File: config.mk
export PLATFORM = sky130hd
export DESIGN_NAME = shift_reg_collect_right
export DESIGN_NICKNAME = d
export VERILOG_FILES = /design/src/rtl/mod_exp_pkg.sv /design/src/rtl/bit_counter.sv /design/src/rtl/shift_reg_collect_right.sv
export SDC_FILE = /design/constraint.sdc
export NUM_CORES = 1
export LEC_CHECK = 0
export BUFFER_PORTS_ARGS = -buffer_cell sky130_fd_sc_hd__clkbuf_2
export CAP_MARGIN = 20
export CORE_ASPECT_RATIO = 2
export CORE_UTILIZATION = 30
export DETAILED_ROUTE_END_ITERATION = 6
export GPL_TIMING_DRIVEN = 0
export PLACE_DENSITY_LB_ADDON = 0.12
export RECOVER_POWER = 50
export SLEW_MARGIN = 20
export SYNTH_ARGS = -nofsm -noshare
export SYNTH_HDL_FRONTEND = slang
export SYNTH_SLANG_ARGS = --single-unit
File: constraint.sdc
create_clock -name clk -period 3.32 [get_ports clk]
set_input_delay 0.332 -clock clk [delete_from_list [all_inputs] [get_ports clk]]
set_output_delay 0.332 -clock clk [all_outputs]
set_load 0.01 [all_outputs]
File: src/rtl/mod_exp_pkg.sv
// Shared definitions for the mod_exp datapath: default word width, collector
// state encoding and the counter-width helper.
package mod_exp_pkg;

  localparam int unsigned DEFAULT_WIDTH = 32;

  typedef enum logic [1:0] {
    ST_IDLE    = 2'b00,
    ST_COLLECT = 2'b01,
    ST_DONE    = 2'b10
  } state_t;

  // Counter must hold the value WIDTH itself, not just WIDTH-1.
  function automatic int unsigned cnt_width(input int unsigned w);
    return $clog2(w + 1);
  endfunction

endpackage

File: src/rtl/bit_counter.sv
// Bit counter for the serial collector: sync clear, count enable, and a
// terminal flag when the next accepted bit completes the word.
module bit_counter
  import mod_exp_pkg::*;
#(
  parameter int unsigned WIDTH = DEFAULT_WIDTH,
  parameter int unsigned CNT_W = cnt_width(WIDTH)
) (
  input  logic             clk,
  input  logic             reset,
  input  logic             clear,
  input  logic             en,
  output logic [CNT_W-1:0] count,
  output logic             term
);

  always_ff @(posedge clk or negedge reset) begin
    if (!reset) begin
      count <= '0;
    end else if (clear) begin
      count <= '0;
    end else if (en) begin
      count <= count + CNT_W'(1);
    end
  end

  assign term = (count == CNT_W'(WIDTH - 1));

endmodule

File: src/rtl/shift_reg_collect_right.sv
// Serial-to-parallel collector for the LSB-first stream of the right-shifting
// load/shift register; assembles WIDTH valid bits into data_out.
module shift_reg_collect_right
  import mod_exp_pkg::*;
#(
  parameter  int unsigned WIDTH = DEFAULT_WIDTH,
  localparam int unsigned CNT_W = cnt_width(WIDTH)
) (
  input  logic             clk,
  input  logic             reset,
  input  logic             start,
  input  logic             shift_in_valid,
  input  logic             shift_in,
  input  logic             ack,
  output logic [WIDTH-1:0] data_out,
  output logic             done,
  output logic             busy,
  output logic [CNT_W-1:0] bit_count,
  output logic             overrun
);

  state_t           state, state_next;
  logic [WIDTH-1:0] sreg;
  logic [WIDTH-1:0] shifted;
  logic             cnt_clear;
  logic             cnt_en;
  logic             term;

  assign shifted = {shift_in, sreg[WIDTH-1:1]};

  bit_counter #(
    .WIDTH (WIDTH),
    .CNT_W (CNT_W)
  ) u_bit_counter (
    .clk   (clk),
    .reset (reset),
    .clear (cnt_clear),
    .en    (cnt_en),
    .count (bit_count),
    .term  (term)
  );

  always_ff @(posedge clk or negedge reset) begin
    if (!reset) begin
      state <= ST_IDLE;
    end else begin
      state <= state_next;
    end
  end

  // Priority start > ack > shift_in_valid in every state.
  always_comb begin
    state_next = state;
    cnt_clear  = 1'b0;
    cnt_en     = 1'b0;
    case (state)
      ST_IDLE: begin
        if (start) begin
          state_next = ST_COLLECT;
          cnt_clear  = 1'b1;
        end
      end
      ST_COLLECT: begin
        if (start) begin
          cnt_clear = 1'b1;
        end else if (shift_in_valid) begin
          cnt_en = 1'b1;
          if (term) begin
            state_next = ST_DONE;
          end
        end
      end
      ST_DONE: begin
        if (start) begin
          state_next = ST_COLLECT;
          cnt_clear  = 1'b1;
        end else if (ack) begin
          state_next = ST_IDLE;
          cnt_clear  = 1'b1;
        end
      end
      default: begin
        state_next = ST_IDLE;
        cnt_clear  = 1'b1;
      end
    endcase
  end

  always_ff @(posedge clk or negedge reset) begin
    if (!reset) begin
      sreg     <= '0;
      data_out <= '0;
      done     <= 1'b0;
      busy     <= 1'b0;
      overrun  <= 1'b0;
    end else begin
      done <= (state_next == ST_DONE);
      busy <= (state_next == ST_COLLECT);
      if (start) begin
        sreg    <= '0;
        overrun <= 1'b0;
      end else begin
        case (state)
          ST_IDLE: ;
          ST_COLLECT: begin
            if (shift_in_valid) begin
              sreg <= shifted;
              if (term) begin
                data_out <= shifted;
              end
            end
          end
          ST_DONE: begin
            if (shift_in_valid && !ack) begin
              overrun <= 1'b1;
            end
          end
          default: sreg <= '0;
        endcase
      end
    end
  end

endmodule
==> metrics.cfg, run 1 <==
[sta]
fin_tns_setup_ns = 0
clock-skew-final_ns = 0.00801
period_share_pct = 62.3
report.final.slew_viol_count = 28
relative_slew_slack_pct = -12.6
fmax_mhz = 484
setup_viol = 0
final.min_clock_period_ns = 2.07
timing.final.hold_violations = 0
rsz0062_at_grt = false
slew_worst_pin_ns = 1.69

[floorplanning]
fp.dieW_um = 75.3
starting_density_of_the_core_pct = 30.8
design.die.area_um2 = 11200
ios = 47
standard_cell_core_area_um2 = 10500
placement_rows = 53
dieHeight_um = 149

[worst_setup_path]
worst_path_max_delay_cell = sky130_fd_sc_hd__or4_4
crit_path_max_incr_delay_ns = 0.55
setup.worst_path.end_class = flop
crit_arrival_ns = 2.28
worstPathCellList = ha_1 -> nand3_1 -> or4_4 -> buf_6 -> buf_6 -> mux2_4
startpoint_type = flop
cp_top_family = simple AND/OR/NAND/NOR gates
timing.critical_path.required_ns = 3.53
path_buf_inv = 2
critPathMostFrequentCell = sky130_fd_sc_hd__buf_6
crit_fanout = 10
setup.worst_path.class = reg2reg

[logic_synthesis]
synth-seq-area-share_pct = 57.4
avgSynthCellArea_um2 = 12.7
post_synth_instance_area_um2 = 3220
synth-seq-cells = 74
post_synth_num_cell_types = 30
syn_inst = 254
synthesis.nets = 261
yosys_synthesis_warning_count = 0

[detailed_routing]
initialDrtViolationCount = 90
vias_per_cell = 4.39
drc = 0
via_count_of_the_routed_design = 1993
route.antenna.remaining_nets = 0
total_length_of_routed_met3_wires_um = 212
routed_wl_mm = 6.35
top_metal_used = met4
routedWlPerCell_um = 14.0
dr.pass1.iters = 4
dr_wl_met2_mm = 3.16
wl_met1_mm = 2.82

[placed_design]
routabilityCongestion = 0.670
port_buffer_cells = 45
dp.final_hpwl_mm = 4.26
instance_area_after_placement_um2 = 3650

[clock_network]
cts_post_setup_buffers_inserted = 0
ctsHtreeMaxLevel = 3
cts_buffer_depth = 2
tritoncts = done
cts.clk_slew.worst_paths_ns = 0.06
cts_inserted_buffers = 9
clock_insertion_delay_worst_skew_ns = 0.33
clk_root_buffer_cell = sky130_fd_sc_hd__clkbuf_16
clock_sinks = 74

[global_route]
first_global_vias = 2063
antenna_found_initial = 0
global_route.usage.total_pct = 12.7
wire_length_of_the_first_global_routing_pass_mm = 10.4
largest_net_degree_at_the_start_of_global_routing = 48
grt_overflow_total = 0

[job]
maxCapViolCount = 1

[final_layout]
final_layout_size_suffix_gt1_share_pct = 22.1
layout.cell_area.non_filler_um2 = 3940
multiInputGateArea_um2 = 1160
design.final.nets = 319
most_frequent_cells_in_the_layout = 74 x sky130_fd_sc_hd__dfrtp_1, 39 x sky130_fd_sc_hd__clkbuf_1, 35 x sky130_fd_sc_hd__nand2_1, 34 x sky130_fd_sc_hd__inv_1, 31 x sky130_fd_sc_hd__mux2i_1
sequential_cell_area_um2 = 1850
area.growth.synth_to_final_pct = 22.1
insertedDiodeCount = 0
layout.cells.most_common = sky130_fd_sc_hd__dfrtp_1
nFillCells = 1091

[pwr]
ir_worst_vdd_v = 0.000226
leakage_nw = 1.86
power.density_nw_per_um2 = 526

[status]
outcome = finished with violations
violations = max-capacitance violations, max-slew violations

[worst_hold_path]
min-delay-path-class = in2reg

-- path summary, 6_finish.rpt --
check                                        from           end  slack, ns  cells after the start
min reg2reg                               overrun       overrun       0.50                      2
min                                         start       overrun       0.19                      2
max reg2reg                u_bit_counter.count[0]   data_out[6]       1.25                      6
max in group asynchronous                   reset  data_out[12]       1.36                      2
max                        u_bit_counter.count[0]   data_out[6]       1.25                      6
min in group asynchronous                   reset      state[0]       0.98                      2
-- final cells by class --
class	instances	share of cell area, %
multi-input combinational	134	29.4
buffer	12	2.19
clock inverter	5	1.97
clock buffer	11	6.17
inverter	34	3.24
tap	137	4.35
timing repair buffer	47	5.59
sequential	74	47.0
-- registers in the layout, indices dropped and copies added, names as in the netlist --
| register | cells |
|---|---|
| sreg | 31 |
| overrun | 1 |
| busy | 1 |
| u_bit_counter.count | 6 |
| state | 2 |
| data_out | 32 |
| done | 1 |
-- layer usage --
layer  vias up  GRT usage (%)
li1        949              -
met1       991           15.3
met2        41           20.3
met3        12           2.98
met4         0           7.22
met5         -              0
-- kinds of logic (layout without fill, tap and decap cells) --
logic type,after synthesis,count (layout),synth area share (%)
AOI/OAI and AO/OA,15,15,2.95
and+or+nand+nor,54,54,8.26
muxes,63,63,24.1
adders and majority gates,1,1,0.388
xor gates and xnor gates,1,1,0.272
buffers and inverters,46,109,6.64
DFF,74,74,57.4
-- Yosys cell counts, drive strengths merged --
| cell | instances | share of area (%) |
|---|---|---|
| o31ai | 2 | 0.47 |
| dfrtp | 74 | 57 |
| ha | 1 | 0.39 |
| a21oi | 5 | 0.78 |
| or3 | 1 | 0.19 |
| mux2 | 32 | 14 |
| o41ai | 2 | 0.54 |
| nor3 | 1 | 0.16 |
| clkbuf | 4 | 0.47 |
| nand2b | 3 | 0.81 |
| nor3b | 1 | 0.23 |
| and4bb | 1 | 0.39 |
| nand2 | 35 | 4.1 |
| nand3 | 3 | 0.47 |
| o22ai | 2 | 0.39 |
| or4 | 3 | 0.81 |
| mux2i | 31 | 9.6 |
| nor2 | 4 | 0.47 |
| xnor2 | 1 | 0.27 |
| nand4bb | 1 | 0.35 |
| a21o | 1 | 0.23 |
| o21a | 1 | 0.23 |
| o21ai | 2 | 0.31 |
| buf | 8 | 2.2 |
| nor4bb | 1 | 0.31 |
| inv | 34 | 4.0 |
-- stage by stage --
stage / hold WS (ns) / utilization (%) / std cells / setup WS [ns] / total power [mW]
6_report: 0.191 / 37.6 / 454 / 1.25 / 2.07
3_3_place_gp: 0.485 / 34.6 / 436 / 1.16 / 1.04
3_5_place_dp: 0.332 / 34.8 / 437 / 1.24 / 1.05
5_1_grt: 0.195 / 37.6 / 454 / 0.981 / 2.16
4_1_cts: 0.176 / 38.0 / 454 / 1.24 / 2.11
2_1_floorplan: 0.0364 / - / 254 / 1.35 / 0.999
-- power by group --
| part | leakage [nW] | internal, mW | total, mW | switching [mW] |
|---|---|---|---|---|
| Clock | 0.156 | 0.676 | 1.04 | 0.366 |
| Combinational | 0.682 | 0.0366 | 0.110 | 0.0729 |
| Sequential | 1.02 | 0.912 | 0.919 | 0.00720 |
| Total | 1.86 | 1.62 | 2.07 | 0.446 |
-- what timing repair did --
item                      4_1_cts  5_1_grt
hold endpoints to repair       27        0
hold buffers                    1        0
gates resized for setup         0        0
Power figures use the tool's default switching activity.
==> run 2: changes to the inputs <==
Clock period 3.32 ns to 1.77 ns, I/O delays scaled along.
==> metrics.cfg, run 2 (synthesis gave the netlist of run 1 again) <==
[clock_network]
clock_insertion_delay_worst_skew_ns = 0.33
cts.clk_slew.worst_paths_ns = 0.06
tritoncts = done
ctsHtreeMaxLevel = 3
clock_sinks = 74
cts_buffer_depth = 2
clk_root_buffer_cell = sky130_fd_sc_hd__clkbuf_16
cts_inserted_buffers = 9

[pwr]
power.density_nw_per_um2 = 952
ir_worst_vdd_v = 0.000505
finalPower_mw = 3.80
leakage_nw = 1.89

[worst_setup_path]
setup.reg_to_reg.worst_slack_ns = -0.13
setup.worst_path.end_class = flop
crit_fanout = 10
timing.critical_path.required_ns = 1.98
startpoint_type = flop
setup.worst_path.class = reg2reg
crit_arrival_ns = 2.11

[global_route]
grt_overflow_total = 0
first_global_vias = 2049
global_route.usage.total_pct = 12.7
antenna_found_initial = 0
wire_length_of_the_first_global_routing_pass_mm = 10.4
largest_net_degree_at_the_start_of_global_routing = 45

[placed_design]
routabilityCongestion = 0.715
port_buffer_cells = 45
dp.final_hpwl_mm = 4.30
dpl.cell_count = 437
instance_area_after_placement_um2 = 3670
post-place-ws_ns = -0.245

[sta]
worst_hold_slack_ns = 0.0434
fin_tns_setup_ns = -3.45
timing.final.ws_setup_ns = -0.125
fmax_mhz = 528
slew_worst_pin_ns = 0.756
timing.final.hold_violations = 0
relative_slew_slack_pct = 49.6
report.final.slew_viol_count = 0
final.min_clock_period_ns = 1.90
rsz0062_at_grt = true
clock-skew-final_ns = 0.00490
setup_viol = 30
period_share_pct = 107

[detailed_routing]
dr.pass1.iters = 3
vias_per_cell = 4.37
route.antenna.remaining_nets = 0
routed_wl_mm = 6.39
drc = 0
routedWlPerCell_um = 13.9
via_count_of_the_routed_design = 2005
initialDrtViolationCount = 102

[floorplanning]
standard_cell_core_area_um2 = 10500
fp.dieW_um = 75.3
starting_density_of_the_core_pct = 30.8
dieHeight_um = 149
design.die.area_um2 = 11200
placement_rows = 53
ios = 47

[final_layout]
most_frequent_cells_in_the_layout = 74 x sky130_fd_sc_hd__dfrtp_1, 35 x sky130_fd_sc_hd__nand2_1, 34 x sky130_fd_sc_hd__inv_1, 34 x sky130_fd_sc_hd__clkbuf_1, 31 x sky130_fd_sc_hd__mux2i_1
layout.cells.most_common = sky130_fd_sc_hd__dfrtp_1
layout.cell_area.non_filler_um2 = 3990
instances_no_fill = 459
sequential_cell_area_um2 = 1850
largest-register = data_out
design.final.nets = 324
postLayoutCoreUtil_pct = 38.1
multiInputGateArea_um2 = 1190
area.growth.synth_to_final_pct = 23.8
largest_register_ffs = 32
largestRegisters = data_out: 32 flops, sreg: 31 flops, u_bit_counter.count: 6 flops
insertedDiodeCount = 0
nFillCells = 1094
final_layout_size_suffix_gt1_share_pct = 25.8

[worst_hold_path]
min-delay-path-class = in2reg

[job]
maxCapViolCount = 0

[status]
outcome = finished with violations
violations = negative setup slack

[run 2: final timing paths]
check / to / cells after the start / from
max in group asynchronous: data_out[8] / 3 / reset
max: data_out[4] / 5 / u_bit_counter.count[1]
min in group asynchronous: data_out[28] / 2 / reset
max reg2reg: data_out[4] / 5 / u_bit_counter.count[1]
min reg2reg: data_out[0] / 1 / data_out[0]
min: overrun / 2 / start
[run 2: layout make-up]
| type | instances | share of cell area (%) |
|---|---|---|
| Sequential cell | 74 | 46.4 |
| Inverter | 34 | 3.20 |
| Timing Repair Buffer | 53 | 6.27 |
| Multi-Input combinational cell | 134 | 29.8 |
| Clock buffer | 12 | 6.43 |
| Clock inverter | 4 | 1.25 |
| Tap cell | 137 | 4.29 |
| Buffer | 11 | 2.38 |
[run 2: worst max-delay path, cell delays in order, from the launching register on]
cell and delay (ns):
sky130_fd_sc_hd__dfrtp_1 0.40, sky130_fd_sc_hd__ha_4 0.18, sky130_fd_sc_hd__nand3_4 0.08, sky130_fd_sc_hd__or4_4 0.62
sky130_fd_sc_hd__buf_8 0.20, sky130_fd_sc_hd__mux2_4 0.30
[run 2: what timing repair did]
action	4_1_cts	5_1_grt
buffers inserted	4	2
gates resized for setup	7	5
hold endpoints to repair	30	0
hold buffers	1	0
setup endpoints to repair	66	62
[run 2: power breakdown]
part | leakage, nW | switching [mW] | internal [mW]
clock network | 0.145 | 0.694 | 1.17
registers | 1.02 | 0.0141 | 1.71
logic | 0.719 | 0.139 | 0.0763
total | 1.89 | 0.847 | 2.95
[run 2: metal layers]
metal  up-vias  wire length (um)  part of all wire, %  GRT usage (%)
met5         -                 0                    0              0
met4         0               142                  2.2           6.39
met3         9               240                  3.8           3.66
met2        35              3260                   51           20.3
met1      1000              2750                   43           15.3
li1        961                 -                    -              -
